--- config.mk ---
export PLATFORM = sky130hd
export DESIGN_NAME = lut_layer_pipe_flat
export DESIGN_NICKNAME = d
export VERILOG_FILES = /design/src/rtl/lut_layer_pipe_if.sv /design/src/rtl/lut_layer_pipe.sv /design/src/flat_wrapper.sv
export SDC_FILE = /design/constraint.sdc
export NUM_CORES = 1
export LEC_CHECK = 0
export BUFFER_PORTS_ARGS = -buffer_cell sky130_fd_sc_hd__buf_2
export CAP_MARGIN = 20
export CELL_PAD_IN_SITES_DETAIL_PLACEMENT = 1
export CELL_PAD_IN_SITES_GLOBAL_PLACEMENT = 1
export CORE_MARGIN = 5
export CORE_UTILIZATION = 45
export DETAILED_ROUTE_END_ITERATION = 6
export PLACE_DENSITY_LB_ADDON = 0.08
export SLEW_MARGIN = 20
export SYNTH_ARGS = -nofsm -noshare
export SYNTH_HDL_FRONTEND = slang
export SYNTH_SLANG_ARGS = --single-unit
--- constraint.sdc ---
create_clock -name clk -period 7.5 [get_ports clk]
set_input_delay 1.125 -clock clk [delete_from_list [all_inputs] [get_ports clk]]
set_output_delay 1.125 -clock clk [all_outputs]
set_load 0.01 [all_outputs]
--- src/rtl/lut_layer_pipe_if.sv ---
// Streaming and table-config signal bundle for lut_layer_pipe.
// master drives input vectors, output ready and config writes; slave is the layer.
interface lut_layer_pipe_if #(
   parameter int unsigned NUM_NEURONS = 8,
   parameter int unsigned FANIN       = 6,
   parameter int unsigned OUT_BITS    = 1,
   parameter int unsigned NIDX_W      = 3
) ();
   logic                            in_valid;
   logic                            in_ready;
   logic [NUM_NEURONS*FANIN-1:0]    in_data;
   logic                            out_valid;
   logic                            out_ready;
   logic [NUM_NEURONS*OUT_BITS-1:0] out_data;
   logic                            cfg_we;
   logic                            cfg_ready;
   logic [NIDX_W-1:0]               cfg_neuron;
   logic [FANIN-1:0]                cfg_addr;
   logic [OUT_BITS-1:0]             cfg_data;

   modport master (
      output in_valid, in_data, out_ready, cfg_we, cfg_neuron, cfg_addr, cfg_data,
      input  in_ready, out_valid, out_data, cfg_ready
   );

   modport slave (
      input  in_valid, in_data, out_ready, cfg_we, cfg_neuron, cfg_addr, cfg_data,
      output in_ready, out_valid, out_data, cfg_ready
   );
endinterface

--- src/rtl/lut_layer_pipe.sv ---
// Single-stage pipelined layer of RAM-backed truth-table neurons, rewritable at runtime.
// Define LUT_PARITY_EN to store an even-parity bit per entry and flag a sticky parity_err.
module lut_layer_pipe #(
   parameter int unsigned NUM_NEURONS = 8,
   parameter int unsigned FANIN       = 6,
   parameter int unsigned OUT_BITS    = 1,
   parameter int unsigned NIDX_W      = 3
) (
   input  logic            clk,
   input  logic            rst,
   lut_layer_pipe_if.slave bus,
   output logic            parity_err
);
   localparam int unsigned DEPTH = 2 ** FANIN;
`ifdef LUT_PARITY_EN
   localparam int unsigned ENTRY_W = OUT_BITS + 1;
`else
   localparam int unsigned ENTRY_W = OUT_BITS;
`endif

   typedef enum logic [0:0] {StClear, StRun} state_e;

   state_e                          state_q, state_d;
   logic [FANIN-1:0]                clr_cnt_q, clr_cnt_d;
   logic                            run;

   logic                            out_valid_q, out_valid_d;
   logic [NUM_NEURONS*OUT_BITS-1:0] out_data_q, out_data_d;
   logic [NUM_NEURONS*OUT_BITS-1:0] lut_data;

   logic                            in_ready;
   logic                            cfg_ready;
   logic                            in_fire;
   logic                            out_fire;
   logic                            cfg_wr;
   logic [ENTRY_W-1:0]              cfg_entry;

   // ---------------------------------------------------------------------------------------------
   // Control FSM: CLEAR walks every table address once, then RUN serves traffic.
   // ---------------------------------------------------------------------------------------------
   always_ff @(posedge clk) begin
      if (rst) begin
         state_q   <= StClear;
         clr_cnt_q <= '0;
      end else begin
         state_q   <= state_d;
         clr_cnt_q <= clr_cnt_d;
      end
   end

   always_comb begin
      state_d   = state_q;
      clr_cnt_d = clr_cnt_q;
      run       = 1'b0;
      unique case (state_q)
         StClear: begin
            clr_cnt_d = clr_cnt_q + 1'b1;
            if (clr_cnt_q == '1) begin
               state_d = StRun;
            end
         end
         StRun: begin
            run = 1'b1;
         end
         default: begin
            state_d = StClear;
         end
      endcase
   end

   // Gating with rst keeps a reset cycle from looking like a handshake to the neighbours.
   assign cfg_ready = run && !rst;
   assign in_ready  = cfg_ready && (!out_valid_q || bus.out_ready);
   assign in_fire   = bus.in_valid && in_ready;
   assign out_fire  = out_valid_q && bus.out_ready;
   assign cfg_wr    = bus.cfg_we && cfg_ready && (32'(bus.cfg_neuron) < NUM_NEURONS);

`ifdef LUT_PARITY_EN
   assign cfg_entry = {^bus.cfg_data, bus.cfg_data};
`else
   assign cfg_entry = bus.cfg_data;
`endif

   // ---------------------------------------------------------------------------------------------
   // Neuron tables: asynchronous read at the input slice, synchronous write (read-before-write).
   // ---------------------------------------------------------------------------------------------
`ifdef LUT_PARITY_EN
   logic [NUM_NEURONS-1:0] rd_bad;
`endif

   for (genvar n = 0; n < NUM_NEURONS; n++) begin : g_neuron
      logic [ENTRY_W-1:0] mem [DEPTH];
      logic [ENTRY_W-1:0] rd_entry;
      logic               wr_sel;

      assign wr_sel = cfg_wr && (bus.cfg_neuron == NIDX_W'(n));

      always_ff @(posedge clk) begin
         if (state_q == StClear) begin
            mem[clr_cnt_q] <= '0;
         end else if (wr_sel) begin
            mem[bus.cfg_addr] <= cfg_entry;
         end
      end

      assign rd_entry = mem[bus.in_data[n*FANIN +: FANIN]];
      assign lut_data[n*OUT_BITS +: OUT_BITS] = rd_entry[OUT_BITS-1:0];
`ifdef LUT_PARITY_EN
      assign rd_bad[n] = ^rd_entry;
`endif
   end

   // ---------------------------------------------------------------------------------------------
   // Output register stage.
   // ---------------------------------------------------------------------------------------------
   always_comb begin
      out_valid_d = out_valid_q;
      out_data_d  = out_data_q;
      if (in_fire) begin
         out_valid_d = 1'b1;
         out_data_d  = lut_data;
      end else if (out_fire) begin
         out_valid_d = 1'b0;
      end
   end

   always_ff @(posedge clk) begin
      if (rst) begin
         out_valid_q <= 1'b0;
         out_data_q  <= '0;
      end else begin
         out_valid_q <= out_valid_d;
         out_data_q  <= out_data_d;
      end
   end

`ifdef LUT_PARITY_EN
   logic parity_err_q, parity_err_d;

   always_comb begin
      parity_err_d = parity_err_q;
      if (in_fire && |rd_bad) begin
         parity_err_d = 1'b1;
      end
   end

   always_ff @(posedge clk) begin
      if (rst) begin
         parity_err_q <= 1'b0;
      end else begin
         parity_err_q <= parity_err_d;
      end
   end

   assign parity_err = parity_err_q;
`else
   assign parity_err = 1'b0;
`endif

   assign bus.in_ready  = in_ready;
   assign bus.cfg_ready = cfg_ready;
   assign bus.out_valid = out_valid_q;
   assign bus.out_data  = out_data_q;
endmodule

--- src/flat_wrapper.sv ---
// flat-port wrapper written by rule: the top's interface ports become plain ports
module lut_layer_pipe_flat 
#(
   parameter int unsigned NUM_NEURONS = 8,
   parameter int unsigned FANIN       = 6,
   parameter int unsigned OUT_BITS    = 1,
   parameter int unsigned NIDX_W      = 3
)
  (clk, rst, parity_err, bus_in_valid, bus_in_data, bus_out_ready, bus_cfg_we, bus_cfg_neuron, bus_cfg_addr, bus_cfg_data, bus_in_ready, bus_out_valid, bus_out_data, bus_cfg_ready);
  lut_layer_pipe_if #(.NUM_NEURONS(NUM_NEURONS), .FANIN(FANIN), .OUT_BITS(OUT_BITS), .NIDX_W(NIDX_W)) bus_i ();
  input  logic clk;
  input  logic rst;
  output logic parity_err;
  input wire logic [$bits(bus_i.in_valid)-1:0] bus_in_valid;
  input wire logic [$bits(bus_i.in_data)-1:0] bus_in_data;
  input wire logic [$bits(bus_i.out_ready)-1:0] bus_out_ready;
  input wire logic [$bits(bus_i.cfg_we)-1:0] bus_cfg_we;
  input wire logic [$bits(bus_i.cfg_neuron)-1:0] bus_cfg_neuron;
  input wire logic [$bits(bus_i.cfg_addr)-1:0] bus_cfg_addr;
  input wire logic [$bits(bus_i.cfg_data)-1:0] bus_cfg_data;
  output wire logic [$bits(bus_i.in_ready)-1:0] bus_in_ready;
  output wire logic [$bits(bus_i.out_valid)-1:0] bus_out_valid;
  output wire logic [$bits(bus_i.out_data)-1:0] bus_out_data;
  output wire logic [$bits(bus_i.cfg_ready)-1:0] bus_cfg_ready;
  assign bus_i.in_valid = bus_in_valid;
  assign bus_i.in_data = bus_in_data;
  assign bus_i.out_ready = bus_out_ready;
  assign bus_i.cfg_we = bus_cfg_we;
  assign bus_i.cfg_neuron = bus_cfg_neuron;
  assign bus_i.cfg_addr = bus_cfg_addr;
  assign bus_i.cfg_data = bus_cfg_data;
  assign bus_in_ready = bus_i.in_ready;
  assign bus_out_valid = bus_i.out_valid;
  assign bus_out_data = bus_i.out_data;
  assign bus_cfg_ready = bus_i.cfg_ready;
  lut_layer_pipe #(.NUM_NEURONS(NUM_NEURONS), .FANIN(FANIN), .OUT_BITS(OUT_BITS), .NIDX_W(NIDX_W)) u_core (.clk(clk), .rst(rst), .bus(bus_i), .parity_err(parity_err));
endmodule
==> results of run 1 <==
-- critical path, delay by kind of cell --
kind,cells,cell delay [ps]
simple gates,3,1570
mux,1,800
buf+inv,1,180
-- flip-flops by register name, indices dropped and copies added, names as in the netlist --
name	cells
u_core.clr_cnt_q	6
u_core.g_neuron.mem	512
u_core.bus.out_valid	1
u_core.state_q	1
u_core.bus.out_data	8
-- layer usage --
| metal | global-route usage | vias up | part of all wire |
|---|---|---|---|
| li1 | - | 7016 | - |
| met5 | 0 | - | 0 |
| met3 | 0.0426 | 110 | 0.049 |
| met2 | 0.371 | 351 | 0.49 |
| met4 | 0.0633 | 0 | 0.026 |
| met1 | 0.298 | 8051 | 0.43 |
-- kinds of logic after synthesis --
logic type                 after synthesis  share of synthesized area
other                                    1                   0.000155
adders and majority gates                1                   0.000517
xor gates and xnor gates                 4                    0.00145
AOI/OAI and AO/OA                      172                     0.0463
muxes                                  221                      0.142
DFF                                    528                      0.649
and+or+nand+nor                        838                      0.147
buffers and inverters                   77                     0.0139
-- power groups by stage --
stage	combinational, mW	clock (mW)	sequential, mW
final	0.334	2.73	3.21
after global routing	0.357	2.92	3.21
after CTS	0.334	2.79	3.21
after detailed placement	0.333	0	3.27
after global placement	0.327	0	3.27
after floorplan	0.198	0	3.27
-- Yosys cell counts (11+ instances only) --
| cell | instances |
|---|---|
| nand2b_1 | 33 |
| dfxtp_1 | 16 |
| nand4_1 | 16 |
| nand3b_1 | 11 |
| mux2i_1 | 113 |
| a31oi_1 | 11 |
| clkbuf_1 | 28 |
| a21oi_1 | 84 |
| edfxtp_1 | 512 |
| buf_2 | 33 |
| a21oi_2 | 28 |
| nor3_1 | 27 |
| a22oi_1 | 16 |
| nor2b_1 | 18 |
| mux4_2 | 96 |
| mux2_2 | 11 |
| nand3_1 | 35 |
| nor2_1 | 586 |
| nand2_1 | 86 |
-- final cells by class --
| type | instances | share of cell area |
|---|---|---|
| diodes | 6 | 0.000552 |
| flip-flops and latches | 528 | 0.577 |
| well taps | 696 | 0.0320 |
| repair buffers | 96 | 0.0206 |
| clock buffers | 74 | 0.0551 |
| clock inverters | 30 | 0.0100 |
| inverters | 6 | 0.000828 |
| multi-input cells | 1237 | 0.304 |
-- worst max-delay path by stage --
| stage | startpoint | end | cells after the start |
|---|---|---|---|
| 2_1_floorplan | bus_cfg_neuron[2] | u_core.g_neuron[0].mem[0]$_DFFE_PP_ | 3 |
| 3_3_place_gp | rst | u_core.g_neuron[1].mem[3]$_DFFE_PP_ | 5 |
| 3_5_place_dp | rst | u_core.g_neuron[1].mem[4]$_DFFE_PP_ | 5 |
| 4_1_cts | rst | u_core.g_neuron[1].mem[4]$_DFFE_PP_ | 5 |
| 5_1_grt | rst | u_core.g_neuron[1].mem[1]$_DFFE_PP_ | 5 |
| 6_report | rst | u_core.g_neuron[1].mem[4]$_DFFE_PP_ | 5 |
==> summary.md, run 1 <==
| Metric | Value |
|---|---|
| Status | complete, no violations |
| Final Hold Fails | 0 |
| Most frequent cells in the layout | nor2_1 (585), edfxtp_1 (512), mux2i_1 (113) |
| Power Density | around 230 mW/mm^2 |
| RSZ-0062 raised after global routing | false |
| Largest net degree at the start of global routing | 65 |
| Clock Tree Buf Depth | 3 |
| Post-synthesis register bit count | about 530 |
| Layout cells sized above 1 | 0.173 |
| Clk slew on worst S/H paths | roughly 70 ps |
| Top_reg_cell synth | edfxtp_1 |
| Hold_buf cts | 0 |
| Worst min path class | reg2reg |
| Final setup violation count | 0 |
| Total power | ~6.3 mW |
| Iteration-0 DRC Markers | about 1.1k |
| CTS Sinks | roughly 530 |
| Hold path startpoint | u_core.clr_cnt_q[0]$_SDFFE_PP0N_ |
| Critical path arrival | 3700 ps |
| Final core utilization | 0.509 |
| Most common cell after layout, fill and taps aside | nor2_1 |
| Reg2reg start | u_core.state_q$_SDFF_PP0_ |
| Storage element area | between 0.015 and 0.02 sq mm |
| EDFF count, synth | between 500 and 600 |
| Resized cells post-CTS | 0 |
| Final ANT Viol Nets | 0 |
| I/O Pins | 75 |
| Initial Utilization | 0.452 |
| Setup tns final | 0 ps |
| Pre-CTS WS | approximately 3500 ps |
| Drt drc | 0 |
| Worst slew margin | 0.149 |
| DP Area | between 0.02 and 0.03 sq mm |
| Via/cell ratio | 5.81 |
| CP Data Required Time | between 7000 and 8000 ps |
| Hold WS | 571 ps |
| Synth area leader | edfxtp_1 |
| Syn Area/Cell | 13.1 sq um |
| Clock root buffer | clkbuf_16 |
| Area of the multi-input gates | just over 0.008 sq mm |
| Clock Skews | between 15 and 20 ps |
| Synth top area share | 0.636 |
| Final worst slack | between 4000 and 5000 ps |
| H-Tree Depth | 2 |
| Final Instance Area | 0.0272 sq mm |
| Reg2reg setup slack | 4240 ps |
| Synth cell types | 48 |
| Fillers | roughly 5.4k |
| Worst-Margin Slew | between 1000 and 1500 ps |
| Area of the die | 0.0585 sq mm |
| Slowest-stage cell, CP | nor2_2 |
| Die Wd | about 240 um |
| Vias in the first global route | between 15k and 20k |
| Power Internal | 4.88 mW |
| CTS buffer count | between 50 and 60 |
| Max incr delay on CP | roughly 850 ps |
| First drt pass iteration count | 5 |
| Startpoint Class | primary input |
| Max_cap viols | 0 |
| Sw Pwr | approximately 1.4 mW |
| Power share of the clock group | 0.435 |
| Ys async rst share | 0 |
| Max FO, Critical Path | 22 |
| Power share of the sequential group | 0.512 |
| CTS tree | yes |
| Mapped Cells | 1842 |
| Std-Cell Rows | 85 |
| Leakage power | just under 10 nW |
| Worst-path cell chain | buf_2, or3b_1, nor2_2, mux2i_1, nor2_1 |
| Ranking of synthesized cells by area | edfxtp_1 (64%), nor2_1 (9.1%), mux4_2 (8.9%) |
| Routability cong. | about 0.8 |
| Post-CTS Setup Inserts | 0 |
| First-pass GRT wire length | 100000 um |
| Placed Cells | between 2k and 3k |
| Worst skew pair latency | roughly 600 ps |
| Worst reg2reg path depth | 5 |
| End of the worst hold path | u_core.clr_cnt_q[0]$_SDFFE_PP0N_ |
| Combinational power share | 0.053 |
| Post-route minimum period | 3380 ps |
| WS Path Type | in2reg |
| Via count | 15.5k |
| Synthesized cell area | 0.0242 sq mm |
| Antenna violations before repair | 8 |
| Sequential cell area fraction in the yosys report | 0.649 |
| Wirelength per Cell | roughly 25 um |
| Fin cells | roughly 2.7k |
| I/O Buffers | 73 |
| Sw Share | 0.222 |
| Layout area overhead | 12.5% |
| DP HPWL | 43000 um |
| Max Slew Vio Count | 0 |
| Syn nets | 1906 |
| Yosys warns | 0 |
| FMAX | 296 MHz |
| Core Area | approximately 0.053 sq mm |
| Worst Hold Depth | 2 |
| Total wire length | roughly 66000 um |
| Die Span Y | 242 um |
| CP endpoint kind | register |
| Fin nets | 1990 |
| Tot GR Track Use | 0.222 |
| VDD IR max | about 0.17 mV |
| Grt ovf | 0 |
| Worst r2r dst | u_core.g_neuron[1].mem[16]$_DFFE_PP_ |
| Fin crit share | 0.451 |
Power figures use the tool's default switching activity.
==> inputs of run 2 (changes only) <==
==> constraint.sdc (replaced) <==
create_clock -name clk -period 2.8 [get_ports clk]
set_input_delay 0.42 -clock clk [delete_from_list [all_inputs] [get_ports clk]]
set_output_delay 0.42 -clock clk [all_outputs]
set_load 0.01 [all_outputs]
==> run 2 against run 1 <==
  * Hold slack worse by 460 ps
  * Sequential cell count stayed put
  * Combinational power grew to 2.8 times the previous value
  * Sequential share of layout area is 1.3 points lower
  * Count of clock-buffer cells in the layout stayed put
  * Routed wire length is 1.3% higher
  * Critical path depth stayed put
  * Global-route usage is 0.45 points higher
  * Design area is 2.4% higher
  * Critical endpoint is now u_core.g_neuron[4].mem[46]$_DFFE_PP_
  * Largest cell class unchanged
==> summary.md, run 2 (synthesis results as in run 1) <==
| Metric | Value |
|---|---|
| Worst min path class | in2reg |
| End of the worst hold path | u_core.bus.out_valid$_SDFFE_PP0P_ |
| Std-Cell Rows | 85 (unchanged) |
| Largest net degree at the start of global routing | 65 (unchanged) |
| Worst reg2reg path depth | 5 (unchanged) |
| Antenna violations before repair | 4 (-4) |
| Max FO, Critical Path | 8 (-64%) |
| Grt ovf | 0 (unchanged) |
| Post-CTS Setup Inserts | 0 (unchanged) |
| Max_cap viols | 0 (unchanged) |
| Hold path startpoint | bus_in_valid |
| Hold_buf cts | 0 (unchanged) |
| CTS buffer count | 57 (unchanged) |
| Fin nets | 2064 (+3.7%) |
| Fin cells | 2745 (+2.7%) |
| Worst skew pair latency | 620 ps (+20 ps) |
| First drt pass iteration count | 5 (unchanged) |
| I/O Pins | 75 (unchanged) |
| Area of the die | 0.0585 sq mm (unchanged) |
| First-pass GRT wire length | 102000 um (+2.2%) |
| CTS Sinks | 528 (unchanged) |
| H-Tree Depth | 2 (unchanged) |
| Final worst slack | 18.9 ps (-4100 ps) |
| Worst r2r dst | u_core.g_neuron[4].mem[46]$_DFFE_PP_ |
| Initial Utilization | 0.452 (unchanged) |
| Layout area overhead | 15.2% |
| Critical path arrival | 3080 ps (-620 ps) |
| Hold WS | 116 ps (-456 ps) |
| FMAX | ~360 MHz |
| Most frequent cells in the layout | nor2_1 (585), edfxtp_1 (512), mux2i_1 (113) |
| Final Instance Area | 0.0279 sq mm (+2.4%) |
| Iteration-0 DRC Markers | 1112 (-2.9%) |
| CP endpoint kind | register |
| Final setup violation count | 0 (unchanged) |
| Final Hold Fails | 0 (unchanged) |
| Clk slew on worst S/H paths | 60 ps (about the same) |
| Clock Skews | 29.9 ps (+12.4 ps) |
| WS Path Type | reg2reg |
| Fin crit share | 0.993 |
| Layout cells sized above 1 | 0.196 (+0.0234) |
| Sw Share | 0.221 (-0.00120) |
| Pre-CTS WS | 117 ps (-3360 ps) |
| Leakage power | 10.3 nW (+4.1%) |
| Reg2reg setup slack | 20 ps (-4220 ps) |
| Fillers | 5397 (-0.64%) |
| Vias in the first global route | 16.7k (+2.1%) |
| Power share of the clock group | 0.436 (about the same) |
| Power Density | 607 mW/mm^2 (+160%) |
| Via count | 15.8k (+1.9%) |
| Largest Register | u_core.g_neuron.mem |
| Combinational power share | 0.056 (+0.003) |
| Max reg flops | 512 (unchanged) |
| Worst slew margin | 0.224 (+0.0746) |
| Wirelength per Cell | 24.5 um (-1.4%) |
| Power Internal | 13.2 mW (+170%) |
| Total power | 16.9 mW (+170%) |
| Worst Hold Depth | 3 (+1) |
| Most common cell after layout, fill and taps aside | nor2_1 |
| Routability cong. | 0.832 (+1.6%) |
| Core Area | 0.0535 sq mm (unchanged) |
| Via/cell ratio | 5.76 (-0.79%) |
| Die Wd | 242 um (unchanged) |
| Total wire length | 67300 um (+1.3%) |
| Placed Cells | 2636 (+2.9%) |
| Die Span Y | 242 um (unchanged) |
| Resized cells post-CTS | 0 (unchanged) |
| Final ANT Viol Nets | 0 (unchanged) |
| CP Data Required Time | 3090 ps (-4730 ps) |
| I/O Buffers | 73 (unchanged) |
| Reg2reg start | u_core.state_q$_SDFF_PP0_ |
| Clock root buffer | clkbuf_16 |
| Drt drc | 0 (unchanged) |
| Status | complete, no violations |
| Clock Tree Buf Depth | 3 (unchanged) |
| Worst-Margin Slew | 1160 ps (-111 ps) |
| DP HPWL | 44300 um (+3.1%) |
| Startpoint Class | register |
| Max Slew Vio Count | 0 (unchanged) |
| Sw Pwr | 3.74 mW (+170%) |
| RSZ-0062 raised after global routing | false |
| CTS tree | yes |
| DP Area | 0.0260 sq mm (+2.6%) |
| Power share of the sequential group | 0.509 (-0.003) |
| VDD IR max | 0.409 mV (+140%) |
| Tot GR Track Use | 0.226 (+0.00455) |
| Post-route minimum period | around 2800 ps |
-- run 2: changes by cell type in the layout (fill, tap and decap cells not counted), moves of 2 or more --
cell       before  now
buf_4          19   90
clkinv_1        7   17
clkinv_2       16    9
nor3_2          9    2
buf_12          1    7
nor3_1         18   23
diode_2         6    2
buf_6           3    0
nor4_2          3    0
nor4_4          0    3
clkbuf_16      57   59
nor3_4          5    7
-- run 2: area by class of cell --
type                       instances  area (sq um)  area share
multi-input combinational       1237          8280       0.297
sequential                       528         15700       0.563
inverter                           6          22.5    0.000809
clock inverter                    32           268     0.00961
tap                              696           871      0.0313
clock buffer                      74          1530      0.0550
timing repair buffer             170          1180      0.0424
antenna                            2          5.00    0.000180
-- run 2: worst max path at each step --
stage,from,to,slack [ps],cells after the start
after floorplan,bus_cfg_neuron[2],u_core.g_neuron[0].mem[0]$_DFFE_PP_,-740,3
after global placement,bus_cfg_addr[0],u_core.g_neuron[4].mem[38]$_DFFE_PP_,-190,5
after detailed placement,bus_cfg_addr[2],u_core.g_neuron[3].mem[26]$_DFFE_PP_,120,6
after CTS,u_core.clr_cnt_q[0]$_SDFFE_PP0N_,u_core.g_neuron[3].mem[26]$_DFFE_PP_,80,4
after global routing,u_core.clr_cnt_q[0]$_SDFFE_PP0N_,u_core.g_neuron[0].mem[50]$_DFFE_PP_,10,4
final,u_core.state_q$_SDFF_PP0_,u_core.g_neuron[4].mem[46]$_DFFE_PP_,20,5
-- run 2: through the flow --
step | TNS, ps | util
after floorplan | -137820 | -
after global placement | -7730 | 0.487
after detailed placement | 0 | 0.487
after CTS | 0 | 0.520
after global routing | 0 | 0.521
final | 0 | 0.521
-- run 2: power by group through the flow --
stage	sequential (mW)	clock, mW	combinational [mW]
after global placement	8.76	0	0.929
after global routing	8.60	7.89	1.01
final	8.60	7.36	0.939
after floorplan	8.76	0	0.534
after CTS	8.60	7.55	0.949
after detailed placement	8.76	0	0.944
-- run 2: critical path, cell delays in order (launching register included) --
cell and delay [ps]:
dfxtp_1 340, or2_1 320, buf_4 180, nor2_1 870
a21oi_1 470, nor2_1 260
-- run 2: routing by layer --
layer  vias to the layer above  track usage  part of all wire
li1                       7145            -                 -
met1                      8206        0.309              0.44
met2                       374        0.380              0.50
met3                        95       0.0332             0.042
met4                         0       0.0692             0.024
met5                         -            0                 0
